`config.mk`:
```
export PLATFORM = sky130hd
export DESIGN_NAME = pe_inner_seq_ctrl
export DESIGN_NICKNAME = d
export VERILOG_FILES = /design/src/rtl/usys_pkg.sv /design/src/rtl/usys_rng.sv /design/src/rtl/pe_inner_seq_ctrl.sv
export SDC_FILE = /design/constraint.sdc
export NUM_CORES = 1
export LEC_CHECK = 0
export ABC_CLOCK_PERIOD_IN_PS = 1750
export BUFFER_PORTS_ARGS = -buffer_cell sky130_fd_sc_hd__buf_2
export CAP_MARGIN = 20
export CELL_PAD_IN_SITES_DETAIL_PLACEMENT = 1
export CELL_PAD_IN_SITES_GLOBAL_PLACEMENT = 2
export CORE_AREA = 2 2 69 71
export DETAILED_ROUTE_END_ITERATION = 7
export DIE_AREA = 0 0 71 73
export PLACE_DENSITY = 0.67
export SYNTH_ARGS = -nofsm -noshare
export SYNTH_HDL_FRONTEND = slang
export SYNTH_SLANG_ARGS = --single-unit
```
`constraint.sdc`:
```
create_clock -name clk -period 1.75 [get_ports clk]
set_clock_uncertainty 0.15 [all_clocks]
set_input_delay 0.35 -clock clk [delete_from_list [all_inputs] [get_ports clk]]
set_output_delay 0.35 -clock clk [all_outputs]
set_load 0.005 [all_outputs]
```
`src/rtl/usys_pkg.sv`:
```
// Shared types and helpers for the unary systolic GEMM PE sequencers.
package usys_pkg;

  typedef enum logic [2:0] {
    ST_IDLE   = 3'd0,
    ST_WLOAD  = 3'd1,
    ST_STREAM = 3'd2,
    ST_ACCUM  = 3'd3,
    ST_DONE   = 3'd4
  } pe_seq_state_t;

  function automatic int unsigned stream_len(input int unsigned bw);
    return 32'd1 << bw;
  endfunction

  function automatic logic [31:0] bit_reverse(input logic [31:0] v, input int w);
    logic [31:0] r;
    r = 32'd0;
    for (int i = 0; i < 32; i++) begin
      if (i < w) begin
        r[5'(w - 1 - i)] = v[5'(i)];
      end else begin
        r[5'(i)] = r[5'(i)];
      end
    end
    return r;
  endfunction

  // Right-shifting Galois masks of maximal-length polynomials; 0 means unsupported width.
  function automatic logic [31:0] lfsr_taps(input int unsigned w);
    logic [31:0] t;
    case (w)
      32'd2:   t = 32'h0000_0003;
      32'd3:   t = 32'h0000_0006;
      32'd4:   t = 32'h0000_000C;
      32'd5:   t = 32'h0000_0014;
      32'd6:   t = 32'h0000_0030;
      32'd7:   t = 32'h0000_0060;
      32'd8:   t = 32'h0000_00B8;
      32'd16:  t = 32'h0000_B400;
      default: t = 32'h0000_0000;
    endcase
    return t;
  endfunction

endpackage

```
`src/rtl/usys_rng.sv`:
```
// Per-tile random-number source: binary up-counter by default, or a
// de Bruijn-augmented Galois LFSR when USYS_LFSR_RNG_EN is defined.
module usys_rng
  import usys_pkg::*;
#(
  parameter int unsigned BINARY_RANDOM_NUM_BITWIDTH = 3
) (
  input  logic                                  clk,
  input  logic                                  reset,
  input  logic                                  clear,
  input  logic                                  advance,
  output logic [BINARY_RANDOM_NUM_BITWIDTH-1:0] rand_num
);

  localparam int unsigned BW = BINARY_RANDOM_NUM_BITWIDTH;

  logic [BW-1:0] rand_q;
  logic [BW-1:0] rand_d;
  logic [BW-1:0] step_s;

`ifdef USYS_LFSR_RNG_EN
  localparam logic [BW-1:0] TAPS      = BW'(lfsr_taps(BW));
  localparam logic [BW-1:0] ZERO_PRED = BW'(2);

  // The plain LFSR maps 2 -> 1; splicing 0 in between gives a full 2^BW period.
  always_comb begin
    if (rand_q == {BW{1'b0}}) begin
      step_s = BW'(1);
    end else if (rand_q == ZERO_PRED) begin
      step_s = {BW{1'b0}};
    end else if (rand_q[0]) begin
      step_s = (rand_q >> 1'b1) ^ TAPS;
    end else begin
      step_s = rand_q >> 1'b1;
    end
  end
`else
  always_comb begin
    step_s = rand_q + BW'(1);
  end
`endif

  always_comb begin
    rand_d = rand_q;
    if (clear) begin
      rand_d = {BW{1'b0}};
    end else if (advance) begin
      rand_d = step_s;
    end else begin
      rand_d = rand_q;
    end
  end

  always_ff @(posedge clk) begin
    if (reset) begin
      rand_q <= {BW{1'b0}};
    end else begin
      rand_q <= rand_d;
    end
  end

  assign rand_num = rand_q;

endmodule

```
`src/rtl/pe_inner_seq_ctrl.sv`:
```
// Tile sequencer for one PE_inner: weight load, unary stream, passby window.
// The RNG flavour is selected in usys_rng by USYS_LFSR_RNG_EN.
module pe_inner_seq_ctrl
  import usys_pkg::*;
#(
  parameter int unsigned BINARY_RANDOM_NUM_BITWIDTH = 3,
  parameter int unsigned ACC_CYCLES                 = 1,
  parameter int unsigned TILE_CNT_BITWIDTH          = 8
) (
  input  logic                                  clk,
  input  logic                                  reset,
  input  logic                                  start,
  input  logic [TILE_CNT_BITWIDTH-1:0]          num_tiles,
  output logic                                  busy,
  output logic                                  done,
  input  logic                                  w_valid,
  output logic                                  w_ready,
  input  logic                                  in_valid,
  output logic                                  in_ready,
  output logic                                  weight_reg_en,
  output logic                                  weight_reg_r0w1,
  output logic                                  input_reg_en,
  output logic                                  input_reg_r0w1,
  output logic                                  rand_num_reg_en,
  output logic                                  rand_num_reg_r0w1,
  output logic                                  output_num_reg_en,
  output logic                                  output_num_reg_r0w1,
  output logic [BINARY_RANDOM_NUM_BITWIDTH-1:0] b_w_rand_num_passby,
  output logic [BINARY_RANDOM_NUM_BITWIDTH-1:0] b_i_rand_num_passby,
  output logic                                  M_end
);

  localparam int unsigned BW         = BINARY_RANDOM_NUM_BITWIDTH;
  localparam int unsigned TW         = TILE_CNT_BITWIDTH;
  localparam int unsigned STREAM_LEN = stream_len(BW);
  localparam int unsigned ACC_W      = (ACC_CYCLES > 1) ? $clog2(ACC_CYCLES) : 1;
  localparam logic [BW-1:0]    LAST_BEAT = BW'(STREAM_LEN - 1);
  localparam logic [ACC_W-1:0] ACC_LAST  = ACC_W'(ACC_CYCLES - 1);

  pe_seq_state_t state_q;
  pe_seq_state_t state_d;

  logic [TW-1:0]    tiles_q;
  logic [TW-1:0]    tiles_d;
  logic [BW-1:0]    beat_q;
  logic [BW-1:0]    beat_d;
  logic [ACC_W-1:0] acc_q;
  logic [ACC_W-1:0] acc_d;

  logic          start_ok_s;
  logic          w_fire_s;
  logic          beat_s;
  logic          last_beat_s;
  logic          acc_last_s;
  logic [BW-1:0] rng_val_s;

  always_comb begin
    start_ok_s  = (state_q == ST_IDLE) && start;
    w_fire_s    = (state_q == ST_WLOAD) && w_valid;
    beat_s      = (state_q == ST_STREAM) && in_valid;
    last_beat_s = beat_s && (beat_q == LAST_BEAT);
    acc_last_s  = (state_q == ST_ACCUM) && (acc_q == ACC_LAST);
  end

  always_ff @(posedge clk) begin
    if (reset) begin
      state_q <= ST_IDLE;
    end else begin
      state_q <= state_d;
    end
  end

  always_comb begin
    state_d = state_q;
    case (state_q)
      ST_IDLE: begin
        if (start_ok_s) begin
          state_d = (num_tiles != {TW{1'b0}}) ? ST_WLOAD : ST_DONE;
        end else begin
          state_d = ST_IDLE;
        end
      end
      ST_WLOAD: begin
        state_d = w_fire_s ? ST_STREAM : ST_WLOAD;
      end
      ST_STREAM: begin
        state_d = last_beat_s ? ST_ACCUM : ST_STREAM;
      end
      ST_ACCUM: begin
        if (acc_last_s) begin
          // tiles_q still holds the count before this tile is retired.
          state_d = (tiles_q == TW'(1)) ? ST_DONE : ST_WLOAD;
        end else begin
          state_d = ST_ACCUM;
        end
      end
      ST_DONE: begin
        state_d = ST_IDLE;
      end
      default: begin
        state_d = ST_IDLE;
      end
    endcase
  end

  always_comb begin
    tiles_d = tiles_q;
    if (start_ok_s && (num_tiles != {TW{1'b0}})) begin
      tiles_d = num_tiles;
    end else if (acc_last_s) begin
      tiles_d = tiles_q - TW'(1);
    end else begin
      tiles_d = tiles_q;
    end

    beat_d = beat_q;
    if (w_fire_s) begin
      beat_d = {BW{1'b0}};
    end else if (beat_s) begin
      beat_d = beat_q + BW'(1);
    end else begin
      beat_d = beat_q;
    end

    acc_d = acc_q;
    if (state_q == ST_ACCUM) begin
      acc_d = acc_q + ACC_W'(1);
    end else begin
      acc_d = {ACC_W{1'b0}};
    end
  end

  always_ff @(posedge clk) begin
    if (reset) begin
      tiles_q <= {TW{1'b0}};
      beat_q  <= {BW{1'b0}};
      acc_q   <= {ACC_W{1'b0}};
    end else begin
      tiles_q <= tiles_d;
      beat_q  <= beat_d;
      acc_q   <= acc_d;
    end
  end

  // Strobes follow the state, gated by the feeder valid only where a handshake completes.
  always_comb begin
    busy                = 1'b0;
    done                = 1'b0;
    w_ready             = 1'b0;
    in_ready            = 1'b0;
    weight_reg_en       = 1'b0;
    weight_reg_r0w1     = 1'b0;
    input_reg_en        = 1'b0;
    input_reg_r0w1      = 1'b0;
    rand_num_reg_en     = 1'b0;
    rand_num_reg_r0w1   = 1'b0;
    output_num_reg_en   = 1'b0;
    output_num_reg_r0w1 = 1'b0;
    M_end               = 1'b0;
    case (state_q)
      ST_IDLE: begin
        busy = 1'b0;
      end
      ST_WLOAD: begin
        busy            = 1'b1;
        w_ready         = 1'b1;
        weight_reg_en   = w_valid;
        weight_reg_r0w1 = w_valid;
      end
      ST_STREAM: begin
        busy              = 1'b1;
        in_ready          = 1'b1;
        input_reg_en      = in_valid;
        input_reg_r0w1    = in_valid;
        rand_num_reg_en   = in_valid;
        rand_num_reg_r0w1 = in_valid;
        M_end             = last_beat_s;
      end
      ST_ACCUM: begin
        busy                = 1'b1;
        output_num_reg_en   = 1'b1;
        output_num_reg_r0w1 = 1'b1;
      end
      ST_DONE: begin
        busy = 1'b1;
        done = 1'b1;
      end
      default: begin
        busy = 1'b0;
      end
    endcase
  end

  usys_rng #(
    .BINARY_RANDOM_NUM_BITWIDTH(BW)
  ) u_rng (
    .clk     (clk),
    .reset   (reset),
    .clear   (w_fire_s),
    .advance (beat_s),
    .rand_num(rng_val_s)
  );

  assign b_w_rand_num_passby = rng_val_s;
  assign b_i_rand_num_passby = BW'(bit_reverse(32'(rng_val_s), BW));

endmodule
```
# Word-level counts from Yosys, hierarchy flattened

Cells that the tools add are included.

Register bits after elaboration: 18
Input port bits: 13
Output and inout bits: 19
Word-level logic and storage cells: 46

$add $sub $neg: 4
Eq/ne operators: 6
Muxes and demuxes: 17
Bitwise logic cells: 2
Reductions and logical operators: 12

Operators by type and width:

| operator                                                            | number |
|---|---|
| 8-bit two-way mux                                                   | 2 |
| 3-bit two-way mux                                                   | 4 |
| 3-bit case mux with 4 select lines                                  | 1 |
| 1-bit two-way mux                                                   | 9 |
| 8-bit by 1-bit == test with 1-bit output (second input constant)    | 1 |
| 8-bit nonzero test                                                  | 1 |
| 8-bit by 1-bit subtractor with 8-bit output (second input constant) | 1 |
| 3-bit by 1-bit adder with 3-bit output (second input constant)      | 2 |
| 3-bit by 2-bit == test with 1-bit output (second input constant)    | 2 |
| 3-bit == test (second input constant)                               | 2 |
| 1-bit logical AND                                                   | 6 |
| 2-bit OR reduction                                                  | 2 |
| 4-bit OR reduction                                                  | 1 |
| 3-bit by 1-bit == test with 1-bit output (second input constant)    | 1 |
| 3-bit zero test                                                     | 1 |
| 2-bit two-way mux                                                   | 1 |
| 1-bit NOT                                                           | 2 |
| 2-bit nonzero test                                                  | 1 |
| 1-bit adder (second input constant)                                 | 1 |

# Longest topological paths before layout

Gate-level depths: netlist of run 1.

Depth after elaboration: 5
Mapped depth: 6

# By module

From an unflattened synthesis of run 1, not the netlist that was laid out.

Cell total of the unflattened synthesis: 124
Area total of the unflattened synthesis: 1,098.6 sq um

Modules (own cells, without submodules):

| module            | times used | cells each | area an instance (sq um) | seq. area each (sq um) |
|---|---|---|---|---|
| pe_inner_seq_ctrl | 1          | 112        | 970.9                    | 300.3 |
| usys_rng          | 1          | 12         | 127.6                    | 60.1 |

# Worst setup path before layout of run 1

OpenSTA, ideal clock, no wires.

Kind: input to register
Start: input num_tiles[4]
End: register tiles_q[3]
Setup time: 88 ps
Arrival: 1,425 ps
Setup slack: 87 ps
Stages on the path: 4
Buffers on the path: 0
Cells stage by stage: or4_4 > o21ai_4 > nand2_2 > a311oi_2

Word-level cells in the longest chain between the ends: 3
Elaborated cells between the ends (all ways): 4
Those cells by class: mux: 1; reduce/logical: 3

Ends and longest elaborated chain:

| item                                                    | line                     | RTL |
|---|---|---|
| start, declared                                         | pe_inner_seq_ctrl.sv:13  | `input logic [TILE_CNT_BITWIDTH-1:0] num_tiles,` |
| 8-bit nonzero test *                                    | pe_inner_seq_ctrl.sv:108 | `if (start_ok_s && (num_tiles != {TW{1'b0}})) begin` |
| 1-bit logical AND *                                     | pe_inner_seq_ctrl.sv:108 |  |
| 8-bit two-way mux or 2-bit nonzero test (tied branches) | n/a                      |  |
| end signal, assigned                                    | pe_inner_seq_ctrl.sv:135 | `tiles_q <= {TW{1'b0}};` |
| end signal, assigned                                    | pe_inner_seq_ctrl.sv:139 | `tiles_q <= tiles_d;` |
| end, declared                                           | pe_inner_seq_ctrl.sv:43  | `logic [TW-1:0] tiles_q;` |

Every way passes the cells marked *; elsewhere a longest branch is shown, timed or not.
A chain may end at the register's enable or synchronous reset.

# Worst setup path in the final report of run 1

Start: register state_q[2]
End: output weight_reg_r0w1

Word-level cells in the longest chain between the ends: 2

Ends and longest elaborated chain:

| item                                     | line                     | RTL |
|---|---|---|
| start, declared                          | pe_inner_seq_ctrl.sv:40  | `pe_seq_state_t state_q;` |
| start signal, assigned                   | pe_inner_seq_ctrl.sv:69  | `state_q <= state_d;` |
| 3-bit by 1-bit == test with 1-bit output | pe_inner_seq_ctrl.sv:160 | `case (state_q)` |
| 1-bit two-way mux                        | pe_inner_seq_ctrl.sv:160 |  |
| end, declared                            | pe_inner_seq_ctrl.sv:21  | `output logic weight_reg_r0w1,` |

Every way passes these cells.

==> results of run 1 <==
## cell families after synthesis
family          Yosys count  synth area share, %
mux                       3                2.784
compound gates           24                16.71
buf+inv                  19                10.32
flops                    18                33.41
fa+ha+maj                 5                5.800
xor+xnor                  5                4.060
simple gates             48                26.91
## metrics by stage
| step | total power [mW] | cell area [um^2] | util (%) | hold WS (ns) |
|---|---|---|---|---|
| after floorplan | 0.6040 | 1079 | - | 0.2787 |
| after global placement | 0.6845 | 1303 | 28.72 | 0.3284 |
| after detailed placement | 0.6914 | 1303 | 28.72 | 0.3358 |
| after CTS | 1.061 | 1401 | 30.90 | 0.1841 |
| after global routing | 1.140 | 1493 | 32.91 | 0.1949 |
| final | 1.075 | 1493 | 32.91 | 0.1853 |
## how the worst min path moves through the flow
stage | start | end | slack [ns] | cells after the start
2_1_floorplan | reset | state_q[1] | 0.28 | 1
3_3_place_gp | beat_q[1] | beat_q[1] | 0.33 | 2
3_5_place_dp | tiles_q[7] | tiles_q[7] | 0.34 | 2
4_1_cts | num_tiles[2] | tiles_q[2] | 0.18 | 3
5_1_grt | num_tiles[2] | tiles_q[2] | 0.19 | 3
6_report | num_tiles[2] | tiles_q[2] | 0.19 | 3
## cell usage in the layout (no fill, tap or decap), types with 3 or more instances in the layout
| master | Yosys | routed |
|---|---|---|
| nand2_1 | 6 | 6 |
| dfxtp_1 | 18 | 14 |
| nand3_1 | 5 | 5 |
| clkbuf_8 | 0 | 4 |
| xnor2_1 | 4 | 4 |
| dfxtp_4 | 0 | 3 |
| mux2i_1 | 3 | 3 |
| a31oi_1 | 3 | 3 |
| buf_4 | 9 | 13 |
| nor2_1 | 14 | 14 |
| ha_1 | 5 | 3 |
| a21oi_1 | 8 | 8 |
| buf_2 | 5 | 30 |
## sequential cells by signal, summed over array words and instances, names as in the netlist
name,flops
acc_q,1
tiles_q,8
u_rng.rand_num,3
state_q,3
beat_q,3
## final cells by class
cell class / instances / area, um^2 / area share, %
Sequential cell: 18 / 372.9 / 24.98
Inverter: 3 / 11.26 / 0.7544
Multi-Input combinational cell: 85 / 675.6 / 45.26
Clock buffer: 4 / 55.05 / 3.688
Timing Repair Buffer: 47 / 310.3 / 20.79
Tap cell: 54 / 67.56 / 4.526
## layer usage
metal,vias up,global-route usage (%)
met5,-,0
met3,2,3.039
li1,503,-
met4,0,2.516
met1,500,13.40
met2,27,22.64
## power groups by stage
stage | Clock (mW) | Combinational (mW) | Sequential (mW)
floorplan | 0 | 0.147 | 0.457
global placement | 0 | 0.216 | 0.469
detailed placement | 0 | 0.221 | 0.470
CTS | 0.364 | 0.234 | 0.463
global route | 0.382 | 0.290 | 0.468
finish | 0.351 | 0.260 | 0.464
## critical path, stage by stage, from the launching register on
cell     delay [ns]
dfxtp_4        0.38
buf_4          0.15
nor3b_4        0.17
and2_4         0.16
buf_2          0.10
## what timing repair did
action,in CTS,in global routing
buffers inserted,1,4
resized for setup,10,13
pin swaps,1,2
gates cloned,0,0
setup endpoints to repair,13,13
hold buffers,0,0
==> results.py, run 1 <==
metrics = {
    "status": {
        "status": "finished, final reports clean",
    },
    "power": {
        "p_clk_share_pct": 32.7,
        "leakage_nw": 0.6274,
        "p_switching_mw": 0.3048,
        "netSwitchingFraction_pct": 28.35,
        "p_comb_share_pct": 24.2,
        "p_per_area_nw_per_um2": 720.3,
        "internal-power_mw": 0.7704,
        "peakVddDrop_mv": 0.3731,
        "seqPwrFrac_pct": 43.1,
    },
    "worst_setup_path": {
        "reg2reg_to": "state_q[0]",
        "worst_setup_path_end_kind": "primary output",
        "crit_required_ns": 1.25,
        "r2r_cells": 6,
        "crit_path_max_fanout": 8,
        "reg2reg_from": "state_q[1]",
        "worst-setup-path-type": "reg -> out",
        "crit_path_start_kind": "flip-flop",
        "crit_end": "weight_reg_r0w1",
        "cp-startpoint": "state_q[2]",
        "reg2reg_slack_ns": 0.08,
        "arrival_ns": 1.22,
    },
    "synth": {
        "yosys_most_used_dff": "dfxtp_1",
        "ys_async_sr_fraction_pct": 0,
        "synth.distinct_cells": 38,
        "synth_top_area_cell": "dfxtp_1",
        "synthTopCellsByArea": "dfxtp_1 (33%), buf_4 (6.3%), ha_1 (5.8%), nor2_1 (4.9%), a21oi_1 (3.7%)",
        "yosysTopAreaCellShare_pct": 33.41,
        "synth-edff-count": 0,
        "syn-cell-area_um2": 1079,
        "yosys_warnings": 0,
        "synth_commonest_cells": "dfxtp_1 (18), nor2_1 (14), buf_4 (9)",
        "synthesis.area_per_instance_um2": 8.840,
        "ys_ff_latch": 18,
        "synth_cells": 122,
        "synth_nets": 140,
        "yosysMostFrequentCell": "dfxtp_1",
        "seq_area_frac_synth_pct": 33.41,
    },
    "floorplan": {
        "die_height_um": 73,
        "die-area_um2": 5183,
        "die-width_um": 71,
        "row_count": 25,
        "start_util_pct": 23.78,
        "coreArea_um2": 4536,
        "ios": 32,
    },
    "placement": {
        "place_ws_ns": -0.1460,
        "dpl.cell_count": 202,
        "portBuffers": 31,
        "gp_congestion": 0.7523,
        "dp_hpwl_mm": 2.239,
    },
    "cts": {
        "cts_root_buffer": "clkbuf_8",
        "clock_latency_ns": 0.26,
        "tritoncts": "yes",
        "ctsLongestPathBuffers": 2,
        "htreeDepth": 1,
        "clk_pin_slew_ns": 0.08,
        "cts.sinks": 18,
        "cts_made_buffers": 3,
    },
    "finish": {
        "nFillCells": 532,
        "antenna_cells": 0,
        "layout-area-overhead-vs-synth_pct": 38.40,
        "nets": 176,
        "instances_no_fill": 211,
        "layout-drive-gt1-share_pct": 46.50,
    },
    "global_route": {
        "antenna_found_initial": 0,
        "overflow": 0,
        "grt_pass1_wl_mm": 4.940,
        "grt_usage_pct": 11.92,
        "grt_pass1_vias": 1064,
        "grt_max_degree": 14,
    },
    "sta": {
        "fin_setup_tns_ns": 0,
        "worst_pin_slew_ns": 0.5405,
        "rsz0062_at_grt": "true",
        "worst_slew_margin_rel_pct": 63.69,
        "timing.final.max_slew_violations": 0,
        "max_freq_mhz": 581.0,
        "min_period_ns": 1.721,
        "finalSetupViolCount": 0,
        "hold_violations": 0,
        "post-route-period-util_pct": 98.36,
        "setup_slack_ns": 0.02874,
    },
    "route": {
        "dr.pass1.iters": 3,
        "dr.max_layer_used": "met4",
        "ant_nets": 0,
        "num_vias": 1032,
        "m1WireLength_mm": 1.252,
        "met3WireLength_um": 148,
        "vias_per_cell": 4.891,
        "routed_wl_mm": 2.963,
        "drt_iter0_drc": 21,
        "wl_met2_mm": 1.546,
        "drc_errors": 0,
        "wl_per_cell_um": 14.04,
    },
    "hold_path": {
        "hold_class": "in -> reg",
    },
    "job": {
        "cap_violations": 0,
    },
}
Power figures use the tool's default switching activity.
==> run 2: changes to the inputs <==
- CORE_AREA: 2 2 69 71 -> 4 4 71 73
- DIE_AREA: 0 0 71 73 -> 0 0 75 77
- GPL_TIMING_DRIVEN: unset -> 0
- SLEW_MARGIN: unset -> 20
==> run 2 against run 1 <==
Effect of this change:
- the flow now finishes with violations (negative setup slack)
- setup slack got worse by 0.13 ns
- core utilization increased by 4.0 points
- combinational power about the same
- via count increased by 3.5%
- die area increased by 11%
- sequential power about the same
- critical path type unchanged
==> results.py, run 2 (synthesis gave the netlist of run 1 again) <==
metrics = {
    "cts": {
        "cts.sinks": 18,
        "htreeDepth": 1,
        "holdBufCountCts": 0,
        "clock_latency_ns": 0.26,
        "clk_pin_slew_ns": 0.08,
        "ctsLongestPathBuffers": 2,
        "cts_root_buffer": "clkbuf_8",
        "cts_made_buffers": 3,
        "tritoncts": "yes",
    },
    "worst_setup_path": {
        "arrival_ns": 1.35,
        "crit_path_max_fanout": 7,
        "reg2reg_from": "state_q[2]",
        "crit_required_ns": 1.25,
        "worst-setup-path-type": "reg -> out",
        "cp-startpoint": "state_q[2]",
        "crit_path_start_kind": "flip-flop",
        "worst_setup_path_end_kind": "primary output",
    },
    "finish": {
        "post-route-cell-area_um2": 1605,
        "layout-area-overhead-vs-synth_pct": 48.84,
        "largest-register": "tiles_q",
        "layout-drive-gt1-share_pct": 52.07,
        "largest_register_ffs": 8,
        "final_cell_mix": "buf_2 (28), buf_4 (20), nor2_1 (13), dfxtp_1 (13), buf_6 (9)",
        "instances_no_fill": 221,
        "antenna_cells": 0,
        "final_common_cell": "buf_2",
        "nFillCells": 516,
        "nets": 188,
    },
    "global_route": {
        "grt_pass1_vias": 1084,
        "grt_pass1_wl_mm": 5.112,
        "antenna_found_initial": 0,
        "overflow": 0,
        "grt_usage_pct": 11.26,
        "grt_max_degree": 11,
    },
    "route": {
        "wl_per_cell_um": 14.70,
        "dr.pass1.iters": 4,
        "drc_errors": 0,
        "ant_nets": 0,
        "vias_per_cell": 4.833,
        "num_vias": 1068,
        "routed_wl_mm": 3.249,
        "drt_iter0_drc": 50,
    },
    "placement": {
        "placed_area_um2": 1299,
        "dp_hpwl_mm": 2.286,
        "place_ws_ns": -0.1960,
        "dpl.cell_count": 205,
        "portBuffers": 31,
        "gp_congestion": 0.6826,
    },
    "sta": {
        "finalSetupViolCount": 8,
        "setup_slack_ns": -0.1010,
        "hold_violations": 0,
        "timing.final.max_slew_violations": 0,
        "rsz0062_at_grt": "true",
        "post-route-period-util_pct": 105.8,
        "worst_pin_slew_ns": 0.5837,
        "max_freq_mhz": 540.2,
        "hold_slack_ns": 0.1846,
        "min_period_ns": 1.851,
        "worst_slew_margin_rel_pct": 60.73,
    },
    "floorplan": {
        "start_util_pct": 24.77,
        "coreArea_um2": 4354,
        "die-width_um": 75,
        "die_height_um": 77,
        "die-area_um2": 5775,
        "row_count": 24,
        "ios": 32,
    },
    "job": {
        "cap_violations": 0,
    },
    "power": {
        "leakage_nw": 0.6906,
        "peakVddDrop_mv": 0.4931,
        "p_per_area_nw_per_um2": 673.7,
    },
    "hold_path": {
        "hold_path.startpoint": "num_tiles[2]",
        "hold_class": "in -> reg",
    },
    "status": {
        "violations": "negative setup slack",
        "status": "finished, violations left",
    },
}
-- run 2: cell count changes in the layout (fill, tap and decap cells not counted), moves of 2 or more --
| cell | change |
|---|---|
| buf_4 | +7 |
| buf_6 | +7 |
| a2bb2oi_1 | -2 |
| a2bb2oi_2 | +2 |
| buf_12 | -2 |
| buf_2 | -2 |
| clkbuf_1 | +2 |
| dfxtp_2 | +2 |
| inv_1 | +2 |
| inv_2 | -2 |
| nand3_1 | -2 |
-- run 2: per-layer routing --
layer  wire (um)  track usage [%]  vias up
met3         228            3.922        2
met4          20            1.601        0
met2        1568            19.34       30
li1            -                -      527
met5           0                0        -
met1        1431            13.56      509
-- run 2: cell type report --
| class | instances | area [um^2] | area share, % |
|---|---|---|---|
| Sequential cell | 18 | 371.6 | 23.15 |
| Buffer | 13 | 98.84 | 6.157 |
| Multi-Input combinational cell | 85 | 703.2 | 43.80 |
| Inverter | 3 | 11.26 | 0.7015 |
| Tap cell | 52 | 65.06 | 4.053 |
| Clock buffer | 4 | 55.05 | 3.429 |
| Timing Repair Buffer | 46 | 300.3 | 18.71 |
-- run 2: path summary, 6_finish.rpt --
| kind | to | slack [ns] | depth (start not counted) |
|---|---|---|---|
| setup / recovery | M_end | -0.10 | 5 |
| hold / removal | tiles_q[2] | 0.18 | 3 |
| hold reg to reg | tiles_q[1] | 0.36 | 2 |
| setup reg to reg | state_q[2] | -0.04 | 7 |
-- run 2: timing repair --
item	4_1_cts	5_1_grt
resized for setup	21	17
cloned	0	0
pin swaps	5	11
buffers inserted	10	5
endpoints found under the hold margin	0	0
endpoints found under the setup margin	11	16
-- run 2: worst max-delay path, stage by stage (launching register included) --
cell and delay [ns]:
dfxtp_2 0.33, buf_6 0.13, nor4bb_4 0.24, buf_4 0.17, and2_1 0.12, buf_2 0.11
-- run 2: through the flow --
step                utilization (%)  setup TNS, ns  power [mW]
floorplan                         -              0      0.6040
global placement              29.83         -1.297      0.6714
detailed placement            29.83         -1.597      0.6769
CTS                           34.22        -0.4952       1.061
global route                  36.87         -1.366       1.148
finish                        36.87        -0.4591       1.082
-- run 2: report_power, final --
group	internal (mW)	leakage, nW	switching, mW
sequential	0.433	0.149	0.0329
combinational	0.134	0.513	0.128
clock	0.200	0.0288	0.154
==> run 3: changes to the inputs <==
- ABC_CLOCK_PERIOD_IN_PS: 1750 -> 1900
- CORE_AREA: 4 4 71 73 -> 4 4 66 68
- DIE_AREA: 0 0 75 77 -> 0 0 70 72
- PLACE_DENSITY: 0.67 -> 0.74
- clock period: 1.75 -> 1.9 ns (I/O delays scaled with it)
==> run 3 against run 2 <==
Effect of this change:
- the flow now finishes without violations
- sequential power fell by 11%
- clock-buffer cell count did not move
- sequential share of layout area rose by 2.5 points
- die area fell by 13%
- critical path depth fell by 1
- design area fell by 11%
- sequential cell count did not move
- worst hold slack improved by 0.034 ns
- critical path type unchanged
- highest routed layer unchanged
==> results.py, run 3 (synthesis gave the netlist of run 1 again) <==
metrics = {
    "cts": {
        "cts_root_buffer": "clkbuf_8",
        "clock_latency_ns": 0.25,
        "cts_made_buffers": 3,
        "clk_pin_slew_ns": 0.07,
        "htreeDepth": 1,
        "ctsLongestPathBuffers": 2,
        "cts.sinks": 18,
        "tritoncts": "yes",
    },
    "floorplan": {
        "die-area_um2": 5040,
        "die-width_um": 70,
        "ios": 32,
        "row_count": 23,
        "die_height_um": 72,
        "start_util_pct": 27.97,
        "coreArea_um2": 3856,
    },
    "worst_setup_path": {
        "crit_end": "M_end",
        "crit_path_top_delay_cell": "dfxtp_4",
        "reg2reg_to": "tiles_q[6]",
        "arrival_ns": 1.34,
        "critPathMaxStageDelay_ns": 0.41,
        "reg2reg_slack_ns": 0.12,
        "r2r_cells": 7,
        "crit_path_start_kind": "flip-flop",
        "crit_required_ns": 1.37,
        "worst_setup_path_end_kind": "primary output",
        "worst-setup-path-type": "reg -> out",
        "cp_cell_sequence": "nor4bb_4 -> buf_4 -> and2_1 -> buf_2",
        "reg2reg_from": "state_q[0]",
        "cp-startpoint": "state_q[2]",
        "crit_path_max_fanout": 12,
    },
    "placement": {
        "portBuffers": 31,
        "gp_congestion": 0.7653,
        "dp_hpwl_mm": 2.166,
        "placed_area_um2": 1296,
    },
    "route": {
        "routed_wl_mm": 2.829,
        "drt_iter0_drc": 31,
        "num_vias": 1025,
        "dr.pass1.iters": 2,
        "wl_per_cell_um": 13.41,
        "ant_nets": 0,
        "drc_errors": 0,
        "vias_per_cell": 4.858,
    },
    "global_route": {
        "antenna_found_initial": 0,
        "grt_max_degree": 13,
        "grt_pass1_wl_mm": 4.588,
        "overflow": 0,
        "grt_usage_pct": 11.32,
        "grt_pass1_vias": 990,
    },
    "sta": {
        "timing.final.max_slew_violations": 0,
        "min_period_ns": 1.868,
        "worst_pin_slew_ns": 0.5135,
        "hold_slack_ns": 0.2184,
        "rsz0062_at_grt": "true",
        "post-route-period-util_pct": 98.30,
        "hold_violations": 0,
        "finalSetupViolCount": 0,
        "worst_slew_margin_rel_pct": 65.77,
        "max_freq_mhz": 535.4,
    },
    "finish": {
        "largest-register": "tiles_q",
        "largest_register_ffs": 8,
        "nFillCells": 475,
        "regArea_um2": 367.9,
        "utilization_pct": 37.25,
        "nets": 180,
        "layout-drive-gt1-share_pct": 41.61,
        "post-route-cell-area_um2": 1436,
        "antenna_cells": 0,
        "multi_input_area_um2": 636.9,
        "final_cell_mix": "buf_2 (32), dfxtp_1 (16), buf_4 (15)",
        "layout-area-overhead-vs-synth_pct": 33.18,
        "final_common_cell": "buf_2",
    },
    "power": {
        "peakVddDrop_mv": 0.2550,
        "leakage_nw": 0.6373,
        "p_per_area_nw_per_um2": 656.1,
    },
    "hold_path": {
        "hold_class": "in -> reg",
    },
    "status": {
        "status": "finished, final reports clean",
    },
    "job": {
        "cap_violations": 0,
    },
}
[run 3: layout make-up]
| cell class | count | share of cell area (%) |
|---|---|---|
| Clock buffer | 4 | 3.833 |
| Multi-Input combinational cell | 85 | 44.34 |
| Timing Repair Buffer | 36 | 13.41 |
| Sequential cell | 18 | 25.61 |
| Buffer | 15 | 7.666 |
| Tap cell | 50 | 4.355 |
| Inverter | 3 | 0.7840 |
[run 3: metal layers]
metal	GRT usage, %	vias to the layer above	wire length, um
li1	-	513	-
met4	3.830	0	26
met3	3.047	4	179
met1	13.61	481	1250
met5	0	-	0
met2	19.62	27	1372
[run 3: worst min-delay path by stage]
stage	startpoint	to	slack, ns	depth (start not counted)
6_report	reset	state_q[1]	0.22	2
5_1_grt	reset	state_q[1]	0.22	2
4_1_cts	reset	state_q[1]	0.21	2
3_5_place_dp	tiles_q[1]	tiles_q[1]	0.34	2
3_3_place_gp	tiles_q[1]	tiles_q[1]	0.33	2
2_1_floorplan	reset	state_q[1]	0.31	1
[run 3: per-stage QoR]
step	cells	setup slack (ns)	total power, mW	setup TNS (ns)
floorplan	122	0.2068	0.5563	0
global placement	203	-0.04997	0.6167	-0.06049
detailed placement	203	-0.06277	0.6206	-0.1107
CTS	208	0.007838	0.9509	0
global route	211	-0.05052	1.005	-0.1682
finish	211	0.03226	0.9424	0
[run 3: critical path, delay by kind of cell (launching register included)]
kind / cells / cell delay (ns)
buffers and inverters: 2 / 0.28
DFF: 1 / 0.41
and+or+nand+nor: 2 / 0.40
[run 3: what timing repair did]
| action | CTS | global route |
|---|---|---|
| hold buffers | 0 | 0 |
| endpoints found under the setup margin | 8 | 6 |
| setup buffers | 2 | 3 |
| resized for setup | 13 | 1 |
| pin swaps | 2 | 0 |
[run 3: power breakdown]
part	leakage (nW)	internal, mW	switching [mW]	total, mW
Sequential	0.148	0.396	0.0203	0.417
Clock	0.0288	0.184	0.127	0.311
Combinational	0.460	0.106	0.109	0.215
